<file path="src/rtl/softmax_pkg.sv">
// rtl/softmax_pkg.sv - shared state encoding, latency defaults and helpers for the softmax controller
package softmax_pkg;

    localparam int DEF_MAX_LEN  = 1024;
    localparam int DEF_ADDR_W   = 10;
    localparam int DEF_EXPO_LAT = 3;
    localparam int DEF_ACC_LAT  = 2;
    localparam int DEF_RECI_LAT = 4;
    localparam int DEF_MULT_LAT = 3;

    typedef enum logic [2:0] {
        ST_IDLE       = 3'd0,
        ST_EXP        = 3'd1,
        ST_EXP_DRAIN  = 3'd2,
        ST_ACC_WAIT   = 3'd3,
        ST_RECI       = 3'd4,
        ST_MULT       = 3'd5,
        ST_MULT_DRAIN = 3'd6,
        ST_DONE       = 3'd7
    } state_t;

    // Increment that sticks at all-ones instead of wrapping
    function automatic logic [31:0] sat_inc32(input logic [31:0] v);
        return (v == 32'hFFFF_FFFF) ? v : v + 32'd1;
    endfunction

endpackage

</file>
<file path="src/rtl/ctrl_delay_line.sv">
// rtl/ctrl_delay_line.sv - fixed-depth valid+address shift register with asynchronous clear
module ctrl_delay_line #(
    parameter int DEPTH  = 3,
    parameter int ADDR_W = 10
) (
    input  logic              clk,
    input  logic              rst,
    input  logic              in_valid,
    input  logic [ADDR_W-1:0] in_addr,
    output logic              out_valid,
    output logic [ADDR_W-1:0] out_addr
);

    logic              valid_sr [DEPTH];
    logic [ADDR_W-1:0] addr_sr  [DEPTH];

    // Shift every stage by one per cycle; reset empties the whole line so no stale write-back survives
    always_ff @(posedge clk or negedge rst) begin
        if (!rst) begin
            for (int i = 0; i < DEPTH; i++) begin
                valid_sr[i] <= 1'b0;
                addr_sr[i]  <= '0;
            end
        end else begin
            valid_sr[0] <= in_valid;
            addr_sr[0]  <= in_addr;
            for (int i = 1; i < DEPTH; i++) begin
                valid_sr[i] <= valid_sr[i-1];
                addr_sr[i]  <= addr_sr[i-1];
            end
        end
    end

    assign out_valid = valid_sr[DEPTH-1];
    assign out_addr  = addr_sr[DEPTH-1];

endmodule

</file>
<file path="src/rtl/softmax_seq_ctrl.sv">
// rtl/softmax_seq_ctrl.sv - softmax datapath sequencer; optional cycle counter under SOFTMAX_CTRL_PERF_EN
module softmax_seq_ctrl
    import softmax_pkg::*;
#(
    parameter int MAX_LEN  = DEF_MAX_LEN,
    parameter int ADDR_W   = DEF_ADDR_W,
    parameter int EXPO_LAT = DEF_EXPO_LAT,
    parameter int ACC_LAT  = DEF_ACC_LAT,
    parameter int RECI_LAT = DEF_RECI_LAT,
    parameter int MULT_LAT = DEF_MULT_LAT
) (
    input  logic              clk,
    input  logic              rst,
    input  logic              start,
    input  logic [ADDR_W:0]   vec_len,
    output logic              busy,
    output logic              done,
    output logic              len_err,
    output logic              ram1_en_b,
    output logic [ADDR_W-1:0] ram1_addr_b,
    output logic              ram2_en_a,
    output logic              ram2_wr_en_a,
    output logic [ADDR_W-1:0] ram2_addr_a,
    output logic              acc_clr,
    output logic              acc_en,
    output logic              reci_start,
    output logic              ram2_en_b,
    output logic [ADDR_W-1:0] ram2_addr_b,
    output logic              ram3_enable_a,
    output logic              ram3_wr_en_a,
    output logic [ADDR_W-1:0] ram3_addr_a,
    output logic [31:0]       perf_cycles
);

    localparam int CNT_W = ADDR_W + 1;
    localparam logic [CNT_W-1:0] MAX_LEN_C = CNT_W'(MAX_LEN);
    localparam logic [CNT_W-1:0] EXPO_LAST = CNT_W'(EXPO_LAT - 1);
    localparam logic [CNT_W-1:0] ACC_LAST  = CNT_W'(ACC_LAT - 1);
    localparam logic [CNT_W-1:0] RECI_LAST = CNT_W'(RECI_LAT - 1);
    localparam logic [CNT_W-1:0] MULT_LAST = CNT_W'(MULT_LAT - 1);

    state_t            state, state_n;
    logic [CNT_W-1:0]  cnt, cnt_n;
    logic [CNT_W-1:0]  len_q, len_n;

    logic              busy_n, done_n, len_err_n, acc_clr_n;
    logic              ram1_en_n, reci_start_n, ram2b_en_n;
    logic [ADDR_W-1:0] ram1_addr_n, ram2b_addr_n;

    logic              expo_valid, mult_valid;
    logic [ADDR_W-1:0] expo_addr, mult_addr;

    // Next state, phase counter and next output values; outputs lag the state by one registered cycle
    always_comb begin
        state_n      = state;
        cnt_n        = cnt;
        len_n        = len_q;
        busy_n       = (state != ST_IDLE);
        done_n       = 1'b0;
        len_err_n    = 1'b0;
        acc_clr_n    = 1'b0;
        ram1_en_n    = 1'b0;
        ram1_addr_n  = '0;
        reci_start_n = 1'b0;
        ram2b_en_n   = 1'b0;
        ram2b_addr_n = '0;
        case (state)
            ST_IDLE: begin
                if (start) begin
                    if (vec_len != '0 && vec_len <= MAX_LEN_C) begin
                        len_n     = vec_len;
                        cnt_n     = '0;
                        acc_clr_n = 1'b1;
                        state_n   = ST_EXP;
                    end else begin
                        len_err_n = 1'b1;
                    end
                end
            end
            ST_EXP: begin
                ram1_en_n   = 1'b1;
                ram1_addr_n = cnt[ADDR_W-1:0];
                if (cnt == len_q - CNT_W'(1)) begin
                    cnt_n   = '0;
                    state_n = ST_EXP_DRAIN;
                end else begin
                    cnt_n = cnt + CNT_W'(1);
                end
            end
            ST_EXP_DRAIN: begin
                if (cnt == EXPO_LAST) begin
                    cnt_n   = '0;
                    state_n = ST_ACC_WAIT;
                end else begin
                    cnt_n = cnt + CNT_W'(1);
                end
            end
            ST_ACC_WAIT: begin
                if (cnt == ACC_LAST) begin
                    cnt_n   = '0;
                    state_n = ST_RECI;
                end else begin
                    cnt_n = cnt + CNT_W'(1);
                end
            end
            ST_RECI: begin
                reci_start_n = (cnt == '0);
                if (cnt == RECI_LAST) begin
                    cnt_n   = '0;
                    state_n = ST_MULT;
                end else begin
                    cnt_n = cnt + CNT_W'(1);
                end
            end
            ST_MULT: begin
                ram2b_en_n   = 1'b1;
                ram2b_addr_n = cnt[ADDR_W-1:0];
                if (cnt == len_q - CNT_W'(1)) begin
                    cnt_n   = '0;
                    state_n = ST_MULT_DRAIN;
                end else begin
                    cnt_n = cnt + CNT_W'(1);
                end
            end
            ST_MULT_DRAIN: begin
                if (cnt == MULT_LAST) begin
                    cnt_n   = '0;
                    state_n = ST_DONE;
                end else begin
                    cnt_n = cnt + CNT_W'(1);
                end
            end
            ST_DONE: begin
                done_n  = 1'b1;
                state_n = ST_IDLE;
            end
            default: begin
                state_n = ST_IDLE;
            end
        endcase
    end

    // State, counters and registered control outputs
    always_ff @(posedge clk or negedge rst) begin
        if (!rst) begin
            state       <= ST_IDLE;
            cnt         <= '0;
            len_q       <= '0;
            busy        <= 1'b0;
            done        <= 1'b0;
            len_err     <= 1'b0;
            acc_clr     <= 1'b0;
            ram1_en_b   <= 1'b0;
            ram1_addr_b <= '0;
            reci_start  <= 1'b0;
            ram2_en_b   <= 1'b0;
            ram2_addr_b <= '0;
        end else begin
            state       <= state_n;
            cnt         <= cnt_n;
            len_q       <= len_n;
            busy        <= busy_n;
            done        <= done_n;
            len_err     <= len_err_n;
            acc_clr     <= acc_clr_n;
            ram1_en_b   <= ram1_en_n;
            ram1_addr_b <= ram1_addr_n;
            reci_start  <= reci_start_n;
            ram2_en_b   <= ram2b_en_n;
            ram2_addr_b <= ram2b_addr_n;
        end
    end

    ctrl_delay_line #(.DEPTH(EXPO_LAT), .ADDR_W(ADDR_W)) u_expo_dl (
        .clk       (clk),
        .rst       (rst),
        .in_valid  (ram1_en_b),
        .in_addr   (ram1_addr_b),
        .out_valid (expo_valid),
        .out_addr  (expo_addr)
    );

    ctrl_delay_line #(.DEPTH(MULT_LAT), .ADDR_W(ADDR_W)) u_mult_dl (
        .clk       (clk),
        .rst       (rst),
        .in_valid  (ram2_en_b),
        .in_addr   (ram2_addr_b),
        .out_valid (mult_valid),
        .out_addr  (mult_addr)
    );

    assign ram2_en_a     = expo_valid;
    assign ram2_wr_en_a  = expo_valid;
    assign acc_en        = expo_valid;
    assign ram2_addr_a   = expo_addr;
    assign ram3_enable_a = mult_valid;
    assign ram3_wr_en_a  = mult_valid;
    assign ram3_addr_a   = mult_addr;

`ifdef SOFTMAX_CTRL_PERF_EN
    logic [31:0] perf_cnt;
    logic [31:0] perf_q;

    // Count cycles from acceptance (counted as 1) through the done cycle; snapshot when done is raised
    always_ff @(posedge clk or negedge rst) begin
        if (!rst) begin
            perf_cnt <= '0;
            perf_q   <= '0;
        end else begin
            if (state == ST_IDLE) begin
                if (acc_clr_n) begin
                    perf_cnt <= 32'd1;
                end
            end else begin
                perf_cnt <= sat_inc32(perf_cnt);
            end
            if (state == ST_DONE) begin
                perf_q <= sat_inc32(perf_cnt);
            end
        end
    end

    assign perf_cycles = perf_q;
`else
    assign perf_cycles = 32'd0;
`endif

endmodule

</file>
<file path="config.mk">
export PLATFORM = sky130hd
export DESIGN_NAME = softmax_seq_ctrl
export DESIGN_NICKNAME = d
export VERILOG_FILES = /design/src/rtl/softmax_pkg.sv /design/src/rtl/ctrl_delay_line.sv /design/src/rtl/softmax_seq_ctrl.sv
export SDC_FILE = /design/constraint.sdc
export NUM_CORES = 1
export LEC_CHECK = 0
export BUFFER_PORTS_ARGS = -buffer_cell sky130_fd_sc_hd__buf_2
export CORE_ASPECT_RATIO = 0.8
export CORE_UTILIZATION = 58
export DETAILED_ROUTE_END_ITERATION = 10
export HOLD_SLACK_MARGIN = 0.12
export PLACE_DENSITY_LB_ADDON = 0.15
export SYNTH_ARGS = -nofsm -noshare
export SYNTH_HDL_FRONTEND = slang
export SYNTH_SLANG_ARGS = --single-unit
</file>
<file path="constraint.sdc">
create_clock -name clk -period 3.9 [get_ports clk]
set_input_delay 0.78 -clock clk [delete_from_list [all_inputs] [get_ports clk]]
set_output_delay 0.78 -clock clk [all_outputs]
set_load 0.01 [all_outputs]
</file>
# [Yosys cells after proc, flatten, opt, wreduce, memory -nomap -nowiden]
# Cells that the tools add are included.
[word_totals] register_bits=118 inputBits=14 out_inout_bits=84 word_cells=85
[classes] addsub=2 n_lt_le_gt_ge=1 eq_ne=19 muxes=28 reduce_logical=11
[op_table] op="$mux 11" n=6
[op_table] op="$pmux 11 s5" n=1
[op_table] op="$mux 3" n=8
[op_table] op="$pmux 3 s8" n=1
[op_table] op="$eq 11x2->1 const B" n=2
[op_table] op="$mux 10" n=2
[op_table] op="$ne 2x2->1 const B" n=8
[op_table] op="$eq 3x3->1 const B" n=4
[op_table] op="$add 11x1->11 const B" n=1
[op_table] op="$eq 11x1->1 const B" n=1
[op_table] op="$eq 11x11->1" n=1
[op_table] op="$le 11x11->1 const B" n=1
[op_table] op="$logic_not 11->1" n=1
[op_table] op="$reduce_bool 11->1" n=1
[op_table] op="$sub 11x1->11 const B" n=1
[op_table] op="$mux 1" n=10
[op_table] op="$reduce_and 8->1" n=1
[op_table] op="$eq 3x2->1 const B" n=2
[op_table] op="$reduce_and 3->1" n=2
[op_table] op="$reduce_bool 5->1" n=1
[op_table] op="$reduce_or 2->1" n=2
[op_table] op="$eq 3x1->1 const B" n=1
[op_table] op="$logic_not 3->1" n=1
[op_table] op="$reduce_bool 3->1" n=1
[op_table] op="$logic_and 1x1->1" n=1

# [Depth between registers and ports, before layout]
# Gate-level depths: netlist of the first run.
[depth] depth_word=5 mapped_depth=10 depth_no_buf=9

# [Hierarchy]
# From an unflattened synthesis of the first run, not the netlist that was laid out.
[unflattened] hier_cells=377 area_unflattened_um2=4670.7
[modules_own_cells] mod="softmax_seq_ctrl" instances=1 cells_per_inst=291 area_per_inst_um2=2869.0 seq_area_each_um2=1301.2
[modules_own_cells] mod="ctrl_delay_line" instances=2 cells_per_inst=43 area_per_inst_um2=900.9 seq_area_each_um2=825.8

# [Worst setup path after synthesis of the first run]
# No wires, ideal clock.
[synth_path] path_kind="input-to-reg" start="in vec_len[5]" end="reg len_q[10]" setup_ps=125 arrival_ps=2350 required_time_ps=3775 slack_ps=1425 stages=7 path_cell_list="nor4_1 nand3_1 xor2_1 and3_1 clkbuf_1 clkbuf_1 mux2_2"
[synth_between] elab_chain_len=3
[synth_lines] element="from (decl)" line="softmax_seq_ctrl.sv:15" rtl="input logic [ADDR_W:0] vec_len,"
[synth_lines] element="$le 11x11->1 or $reduce_bool 11->1 (tied branches)" line="softmax_seq_ctrl.sv:70" rtl="if (vec_len != '0 && vec_len <= MAX_LEN_C) begin"
[synth_lines] element="$logic_and 1x1->1 *" line="softmax_seq_ctrl.sv:70"
[synth_lines] element="$reduce_and 3->1 (no line) *"
[synth_lines] element="to (signal assigned)" line="softmax_seq_ctrl.sv:161" rtl="len_q <= len_n;"
[synth_lines] element="to (decl)" line="softmax_seq_ctrl.sv:44" rtl="logic [CNT_W-1:0] len_q, len_n;"
# Every way passes the cells marked *; elsewhere a longest branch is shown, timed or not.
# A chain may end at the register's enable or synchronous reset.

# [Final worst setup path of the first run]
[layout_path] start="reg cnt[5]" end="reg cnt[6]"
[layout_between] elab_chain_len=3
[layout_lines] element="from (decl)" line="softmax_seq_ctrl.sv:43" rtl="logic [CNT_W-1:0] cnt, cnt_n;"
[layout_lines] element="from (signal assigned)" line="softmax_seq_ctrl.sv:160" rtl="cnt <= cnt_n;"
[layout_lines] element="$add 11x1->11 (tied with other cells)"
[layout_lines] element="$mux 11 (on tied branches)"
[layout_lines] element="$pmux 11 s5 *" line="softmax_seq_ctrl.sv:67" rtl="case (state)"
# Marks and branches as above.

==> results of run 1 <==
## metrics by stage
step	area, µm²	total power, µW	util	instances
floorplan	4810	2380	-	415
global placement	4790	2530	0.630	513
detailed placement	4790	2570	0.630	513
CTS	5400	4160	0.710	545
global route	5400	4350	0.710	545
finish	5400	4120	0.710	545
## state kept, by name, summed over array words and instances (netlist names), 2 cells and up
signal	flops
cnt	11
len_q	11
ram1_addr_b	10
ram2_addr_b	10
state	3
u_expo_dl.addr_sr	20
u_expo_dl.out_addr	10
u_expo_dl.valid_sr	2
u_mult_dl.addr_sr	20
u_mult_dl.out_addr	10
u_mult_dl.valid_sr	2
## cells in the mapped netlist (all sizes together) (2+ instances only)
cell type,number
o211ai,2
and2,10
and3,18
mux2i,10
xor2,3
nor4,7
clkbuf,15
nand4,7
a31oi,7
dfrtp,118
xnor2,8
a21oi,3
nor2,16
nor3b,3
or2,2
nor2b,9
mux2,10
inv,8
ha,5
nand3,25
buf,59
nor3,8
o21ai,5
nand2,15
## path summary, 6_finish.rpt
path | cells past startpoint | startpoint | slack (ps) | to
setup / recovery | 7 | cnt[5] | 1310 | cnt[6]
hold / removal | 0 | u_mult_dl.addr_sr[26] | 340 | u_mult_dl.addr_sr[16]
setup reg to reg | 7 | cnt[5] | 1310 | cnt[6]
hold reg to reg | 0 | u_mult_dl.addr_sr[26] | 340 | u_mult_dl.addr_sr[16]
max in group asynchronous | 2 | rst | 2670 | ram2_addr_b[0]
min in group asynchronous | 1 | rst | 410 | u_expo_dl.out_addr[8]
## cells by family (layout without fill, tap and decap cells)
| family | Yosys count | count (layout) | synth area share |
|---|---|---|---|
| compound gates | 23 | 23 | 0.0320 |
| xor+xnor | 11 | 11 | 0.0205 |
| fa+ha+maj | 5 | 5 | 0.0133 |
| buf+inv | 82 | 107 | 0.112 |
| flops | 118 | 118 | 0.629 |
| mux | 20 | 20 | 0.0453 |
| other cells | 1 | 32 | 0.000799 |
| simple gates | 124 | 124 | 0.147 |
## routing by layer
| layer | vias up | track usage | share of wire |
|---|---|---|---|
| li1 | 1305 | - | - |
| met4 | 0 | 0.0971 | 0.015 |
| met3 | 14 | 0.0648 | 0.058 |
| met1 | 1341 | 0.255 | 0.43 |
| met2 | 94 | 0.324 | 0.49 |
| met5 | - | 0 | 0 |
## layout by cell type, fill, tap and decap left out, types with 3 or more instances in the layout
cell type  count
and2_1        10
buf_4          3
inv_1          8
ha_1           5
xnor2_1        8
nand2_1       15
nand4_1        7
bufinv_16      3
a21oi_1        3
nor4_1         6
nor2_1        16
inv_6          4
nor2b_1        9
buf_2         64
and3_1        18
clkbuf_16     16
conb_1        32
clkinv_4       4
a31oi_1        7
nor3b_1        3
xor2_1         3
mux2i_1       10
o21ai_0        5
nand3_1       25
mux2_2        10
dfrtp_1      118
clkbuf_8       3
nor3_1         8
## power breakdown
part | total, µW | switching [µW] | internal [µW]
clock | 1570 | 553 | 1020
combinational | 707 | 367 | 341
sequential | 1840 | 301 | 1540
## area by class of cell
cell class	instances	area share
sequential	118	0.547
multi-input combinational	215	0.246
clock buffer	20	0.0825
timing repair buffer	67	0.0635
clock inverter	12	0.0310
tap	105	0.0243
inverter	8	0.00556
==> flow_summary.json, run 1 <==
{
  "cp.required_ps": 4270,
  "fin_crit_sh": 0.664,
  "max_freq_mhz": 386,
  "syn2layout_area_growth_pct": 15.1,
  "drt_iter0_drc": 174,
  "whs_ps": 341,
  "die_h_um": 82.4,
  "nNetsFinal": 446,
  "power.leakage_uw": 0.00270,
  "rsz0062_at_grt": "false",
  "cp_top_family": "simple AND/OR/NAND/NOR gates",
  "yosysWarnings": 0,
  "fin_worst_skew_ps": 6.36,
  "grt_max_degree": 77,
  "ys_ff_latch": 118,
  "synth_cell_types": 38,
  "crit_fanout": 22,
  "insertion_delay_ps": 510,
  "yosysSeqAreaShare": 0.629,
  "multiInputGateArea_um2": 1330,
  "fillCellCount": 518,
  "wl_per_cell_um": 14.3,
  "grtUsageTotal": 0.204,
  "synthCells": 384,
  "drcViolationCount": 0,
  "start_util": 0.617,
  "tightest_slew_ps": 898,
  "cp_cell_sequence": "nor4_1 -> nand3_1 -> o21ai_0 -> nand4_1 -> or4_4 -> a31oi_1 -> mux2i_1",
  "hold_class": "reg -> reg",
  "die_width_um": 103,
  "slowest_delay_ps": 590,
  "cp_slowest_cell": "or4_4",
  "peakVddDrop_uv": 352,
  "cts_num_sinks": 118,
  "crit_type": "reg -> reg",
  "ys_async_sr_fraction": 1.00,
  "min_period_ps": 2590,
  "grt_pass1_vias": 2567,
  "ctsLongestPathBuffers": 2,
  "synth.area.top_cells": "dfrtp_1 (63%), buf_4 (8.8%), nand3_1 (2.7%), and3_1 (2.4%), mux2_2 (2.4%)",
  "yosysTopAreaCellShare": 0.629,
  "layout-drive-gt1-share": 0.257,
  "clockRootBuffer": "clkbuf_8",
  "cts_resized": 0,
  "ff_latch_area_um2": 2950,
  "netlist.top_cell.by_area": "dfrtp_1",
  "clk_pin_slew_ps": 60,
  "routed_via_density": 5.05,
  "htree_levels": 4,
  "drt_pass1_iterations": 5,
  "cts_tree": "built",
  "cp-end-kind": "flop",
  "synth_ff_type": "dfrtp_1",
  "rows": 28,
  "synth-edff-count": 0,
  "status": "completed",
  "grt_pass1_wl_mm": 12.5,
  "netlist_area_um2": 4690,
  "antenna_left": 0,
  "core_um2": 7600,
  "place_congestion": 0.772,
  "ios": 98,
  "place_hpwl_mm": 4.99,
  "slew_viol_final": 0,
  "vias": 2754,
  "antenna_found_initial": 0,
  "dieArea_um2": 8460,
  "hold_buffers": 0,
  "slew_headroom": 0.402,
  "hold_viol": 0,
  "pre_cts_ws_ps": 1230,
  "setup_viol": 0,
  "diodes": 0,
  "power.density_nw_per_um2": 763,
  "numCtsBuffers": 17,
  "syn_area_per_cell_um2": 12.2,
  "cap_violations": 0,
  "setup_slack_ps": 1310,
  "drt_wl_total_mm": 7.80,
  "finalSetupTns_ps": 0,
  "worstPathBufferInverterCount": 0,
  "critPathLaunchType": "flop",
  "worstPathArrival_ps": 2970,
  "overflow": 0,
  "cts_setup_buffers": 0,
  "io_buffers": 65
}
Power figures use the tool's default switching activity.
==> run 2, diff against run 1 <==
--- a/config.mk
+++ b/config.mk
@@ -7,7 +7,7 @@
 export LEC_CHECK = 0
 export BUFFER_PORTS_ARGS = -buffer_cell sky130_fd_sc_hd__buf_2
 export CORE_ASPECT_RATIO = 0.8
-export CORE_UTILIZATION = 58
+export CORE_UTILIZATION = 49
 export DETAILED_ROUTE_END_ITERATION = 10
 export HOLD_SLACK_MARGIN = 0.12
 export PLACE_DENSITY_LB_ADDON = 0.15
==> constraint.sdc (replaced) <==
create_clock -name clk -period 2.3 [get_ports clk]
set_input_delay 0.46 -clock clk [delete_from_list [all_inputs] [get_ports clk]]
set_output_delay 0.46 -clock clk [all_outputs]
set_load 0.01 [all_outputs]
==> flow_summary.json, run 2 (same netlist as run 1, synthesis figures left out) <==
{
  "cts_num_sinks": 118,
  "insertion_delay_ps": 400,
  "numCtsBuffers": 17,
  "min_from": "start",
  "slew_viol_final": 0,
  "drt_wl_total_mm": 8.69,
  "drt_iter0_drc": 200,
  "largestRegisters": "u_expo_dl.addr_sr (20), u_mult_dl.addr_sr (20)",
  "nNetsFinal": 488,
  "hold_viol": 0,
  "peakVddDrop_uv": 514,
  "place_hpwl_mm": 5.46,
  "final_cells": 597,
  "crit_fanout": 5,
  "violations": "DRC, setup timing",
  "die_h_um": 89.5,
  "grt_pass1_wl_mm": 13.9,
  "reg2reg_slack_ps": -80,
  "power.density_nw_per_um2": 1240,
  "overflow": 0,
  "cap_violations": 0,
  "grt_max_degree": 49,
  "tightest_slew_ps": 663,
  "fin_crit_sh": 1.03,
  "clk_pin_slew_ps": 60,
  "power_uw": 7220,
  "antenna_left": 0,
  "io_buffers": 65,
  "slew_headroom": 0.557,
  "fin_worst_skew_ps": 7.86,
  "hold_class": "in -> reg",
  "status": "finished, violations left",
  "ctsLongestPathBuffers": 2,
  "htree_levels": 4,
  "rr_startpoint": "len_q[1]",
  "worst_r2r_endpoint": "state[0]",
  "core_um2": 9190,
  "layout-drive-gt1-share": 0.355,
  "whs_path_depth": 3,
  "routed_via_density": 4.98,
  "critPathLaunchType": "flop",
  "rows": 31,
  "grtUsageTotal": 0.188,
  "wl_per_cell_um": 14.5,
  "r2r_cells": 9,
  "place_congestion": 0.784,
  "dieArea_um2": 9970,
  "cp.required_ps": 2580,
  "syn2layout_area_growth_pct": 24.2,
  "ios": 98,
  "drcViolationCount": 20,
  "fin_util": 0.634,
  "grt_pass1_vias": 2816,
  "crit_type": "reg -> reg",
  "diodes": 0,
  "rsz0062_at_grt": "true",
  "max_freq_mhz": 421,
  "antenna_found_initial": 0,
  "place_area_um2": 5090,
  "final_common_cell": "dfrtp_1",
  "setup_viol": 9,
  "vias": 2973,
  "dp_cells": 555,
  "finish.instance_area_um2": 5830,
  "cts_tree": "built",
  "drt_pass1_iterations": 7,
  "start_util": 0.510,
  "clockRootBuffer": "clkbuf_16",
  "mostFrequentLayoutCells": "dfrtp_1 (117), buf_2 (64), buf_4 (36)",
  "die_width_um": 111,
  "min_period_ps": 2380,
  "cp-end-kind": "flop",
  "power.leakage_uw": 0.00289,
  "setup_slack_ps": -75.1,
  "whs_endpoint": "len_err",
  "worstPathArrival_ps": 2660
}
==> run 2: per-layer routing <==
metal / GRT usage / part of all wire
met1: 0.235 / 0.46
met2: 0.306 / 0.48
met3: 0.0542 / 0.045
met4: 0.0897 / 0.013
met5: 0 / 0
==> run 2: power breakdown <==
group | internal, µW | switching (µW) | leakage (µW)
Combinational | 862 | 964 | 0.00115
Sequential | 2620 | 301 | 0.00147
Clock | 1520 | 958 | 0.000269
==> run 2: final cells by class <==
class	count	area (µm²)
Clock buffer	18	439
Clock inverter	14	128
Fill cell	680	3360
Inverter	8	30.0
Multi-Input combinational cell	218	1440
Sequential cell	118	2950
Tap cell	115	144
Timing Repair Buffer	106	692
==> run 2: per-stage QoR <==
stage	hold slack (ps)	worst slack [ps]	TNS (ps)
detailed placement	335	-134	-955
floorplan	164	11.7	0
global route	296	-171	-1550
CTS	273	2.49	0
finish	288	-75.1	-466
global placement	331	-55.4	-280
==> run 2: worst max path at each step <==
stage | from | end | slack [ps]
after global routing | len_q[5] | cnt[4] | -170
final | len_q[1] | state[0] | -80
after global placement | len_q[2] | cnt[1] | -60
after detailed placement | len_q[2] | cnt[6] | -130
after floorplan | len_q[2] | cnt[1] | 10
after CTS | len_q[1] | cnt[1] | 2
==> run 2: what timing repair did <==
item | 4_1_cts | 5_1_grt
buffers inserted | 2 | 4
setup endpoints to repair | 13 | 13
hold buffers | 1 | 0
gates resized for setup | 9 | 14
hold endpoints to repair | 35 | 0
pin swaps | 6 | 20
cloned | 2 | 1
==> run 2: critical path, cell delays in order (launching register included) <==
cell and delay, ps:
dfrtp_1 430, inv_2 100, ha_4 210, xnor2_2 140, nor4_2 270, nand4_1 170
buf_4 180, or4_4 570, o211ai_1 110, o31ai_1 90
==> run 3, diff against run 2 <==
--- a/config.mk
+++ b/config.mk
@@ -6,8 +6,10 @@
 export NUM_CORES = 1
 export LEC_CHECK = 0
 export BUFFER_PORTS_ARGS = -buffer_cell sky130_fd_sc_hd__buf_2
+export CELL_PAD_IN_SITES_DETAIL_PLACEMENT = 1
+export CELL_PAD_IN_SITES_GLOBAL_PLACEMENT = 2
 export CORE_ASPECT_RATIO = 0.8
-export CORE_UTILIZATION = 49
+export CORE_UTILIZATION = 32
 export DETAILED_ROUTE_END_ITERATION = 10
 export HOLD_SLACK_MARGIN = 0.12
 export PLACE_DENSITY_LB_ADDON = 0.15
==> flow_summary.json, run 3 (same netlist as run 1, synthesis figures left out) <==
{
  "routed_via_density": 4.51,
  "finalSetupTns_ps": -588,
  "worst_r2r_endpoint": "state[0]",
  "drt_wl_total_mm": 10.4,
  "place_hpwl_mm": 6.57,
  "ios": 98,
  "overflow": 0,
  "syn2layout_area_growth_pct": 28.6,
  "whs_endpoint": "len_q[1]",
  "place_congestion": 0.746,
  "diodes": 0,
  "nNetsFinal": 493,
  "ctsLongestPathBuffers": 2,
  "clk_pin_slew_ps": 60,
  "drcViolationCount": 2,
  "drt_iter0_drc": 79,
  "final_common_cell": "dfrtp_1",
  "grtUsageTotal": 0.152,
  "crit_type": "reg -> reg",
  "fin_worst_skew_ps": 8.42,
  "clockPowerShare": 0.364,
  "p_seq_frac": 0.385,
  "fillCellCount": 1525,
  "slew_viol_final": 0,
  "reg2reg_slack_ps": -90,
  "numCtsBuffers": 17,
  "grt_max_degree": 50,
  "start_util": 0.328,
  "clockRootBuffer": "clkbuf_16",
  "cts_num_sinks": 118,
  "grt_pass1_wl_mm": 16.7,
  "power_frac_comb": 0.252,
  "cp-end-kind": "flop",
  "tightest_slew_ps": 635,
  "p_int_uw": 5250,
  "grt_pass1_vias": 3088,
  "setup_viol": 12,
  "largestRegisters": "u_expo_dl.addr_sr (20), u_mult_dl.addr_sr (20)",
  "min_period_ps": 2390,
  "die_h_um": 110,
  "core_um2": 14300,
  "swShare": 0.313,
  "cp.required_ps": 2590,
  "io_buffers": 65,
  "violations": "DRC, setup timing",
  "worstPathArrival_ps": 2680,
  "crit_fanout": 5,
  "max_freq_mhz": 419,
  "dieArea_um2": 15200,
  "peakVddDrop_uv": 557,
  "hold_viol": 0,
  "rsz0062_at_grt": "true",
  "min_from": "vec_len[1]",
  "cts_tree": "built",
  "die_width_um": 137,
  "r2r_cells": 8,
  "htree_levels": 4,
  "antenna_found_initial": 0,
  "pre_cts_ws_ps": -208,
  "slew_headroom": 0.576,
  "insertion_delay_ps": 420,
  "layout-drive-gt1-share": 0.368,
  "power.leakage_uw": 0.00296,
  "antenna_left": 0,
  "switchingPower_uw": 2390,
  "wl_per_cell_um": 15.5,
  "whs_path_depth": 3,
  "rows": 39,
  "fin_crit_sh": 1.04,
  "status": "finished, violations left",
  "setup_slack_ps": -87.2,
  "hold_class": "in -> reg",
  "critPathLaunchType": "flop",
  "drt_pass1_iterations": 7,
  "fin_util": 0.422,
  "power.density_nw_per_um2": 1270,
  "cap_violations": 0,
  "rr_startpoint": "len_q[3]",
  "vias": 3026,
  "place_area_um2": 5200,
  "finish.instance_area_um2": 6030,
  "mostFrequentLayoutCells": "dfrtp_1 (116), buf_2 (64), buf_4 (40)"
}
-- run 3: cell count changes in the layout (fill, tap and decap cells not counted), sizes merged --
cell	before	now
clkbuf	18	17
clkinvlp	4	2
bufinv	1	3
buf	105	110
clkinv	6	4
inv	11	14
-- run 3: repair_timing --
action | in CTS | in global routing
endpoints found under the setup margin | 13 | 13
buffers inserted | 3 | 5
hold buffers | 1 | 0
pin swaps | 11 | 15
gates resized for setup | 14 | 15
gates cloned | 2 | 1
hold endpoints to repair | 39 | 0
-- run 3: worst max-delay path by stage --
stage,from,to,slack (ps),depth (start not counted)
after floorplan,len_q[2],cnt[1],10,7
after global placement,cnt[4],cnt[1],-130,7
after detailed placement,len_q[0],cnt[5],-210,7
after CTS,len_q[3],cnt[5],-70,9
after global routing,len_q[0],cnt[7],-180,9
final,len_q[3],state[0],-90,8
-- run 3: stage by stage --
stage               hold WS, ps  power, µW  instances
global route                291       8100        671
detailed placement          336       4690        627
CTS                         251       7650        665
finish                      273       7640        671
global placement            331       4630        627
floorplan                   164       4040        415
-- run 3: final cells by class --
cell class                      instances  area (µm²)  area share
Sequential cell                       118        2960       0.490
Multi-Input combinational cell        218        1470       0.243
Timing Repair Buffer                  111         733       0.122
Clock buffer                           17         425      0.0705
Tap cell                              184         230      0.0382
Clock inverter                         15         191      0.0317
Inverter                                8        30.0     0.00498
-- run 3: layer usage --
layer	part of all wire	up-vias	track usage	wire, µm
met5	0	-	0	0
met4	0.016	0	0.0659	162
met3	0.043	15	0.0416	443
met2	0.47	78	0.235	4870
met1	0.47	1533	0.201	4930
li1	-	1400	-	-
-- run 3: power groups by stage --
stage	Combinational [µW]	Sequential, µW	Clock [µW]
after global placement	1690	2930	0
after detailed placement	1730	2960	0
after CTS	1840	2950	2870
final	1920	2940	2780
after floorplan	1120	2920	0
after global routing	2130	3020	2950
-- run 3: critical path, stage by stage (launching register included) --
cell and delay, ps:
dfrtp_1 390, buf_6 130, nor4_4 280, and2b_2 230, mux2i_1 90, o211a_1 320, or4_4 590, o211ai_1 120
o31ai_1 100
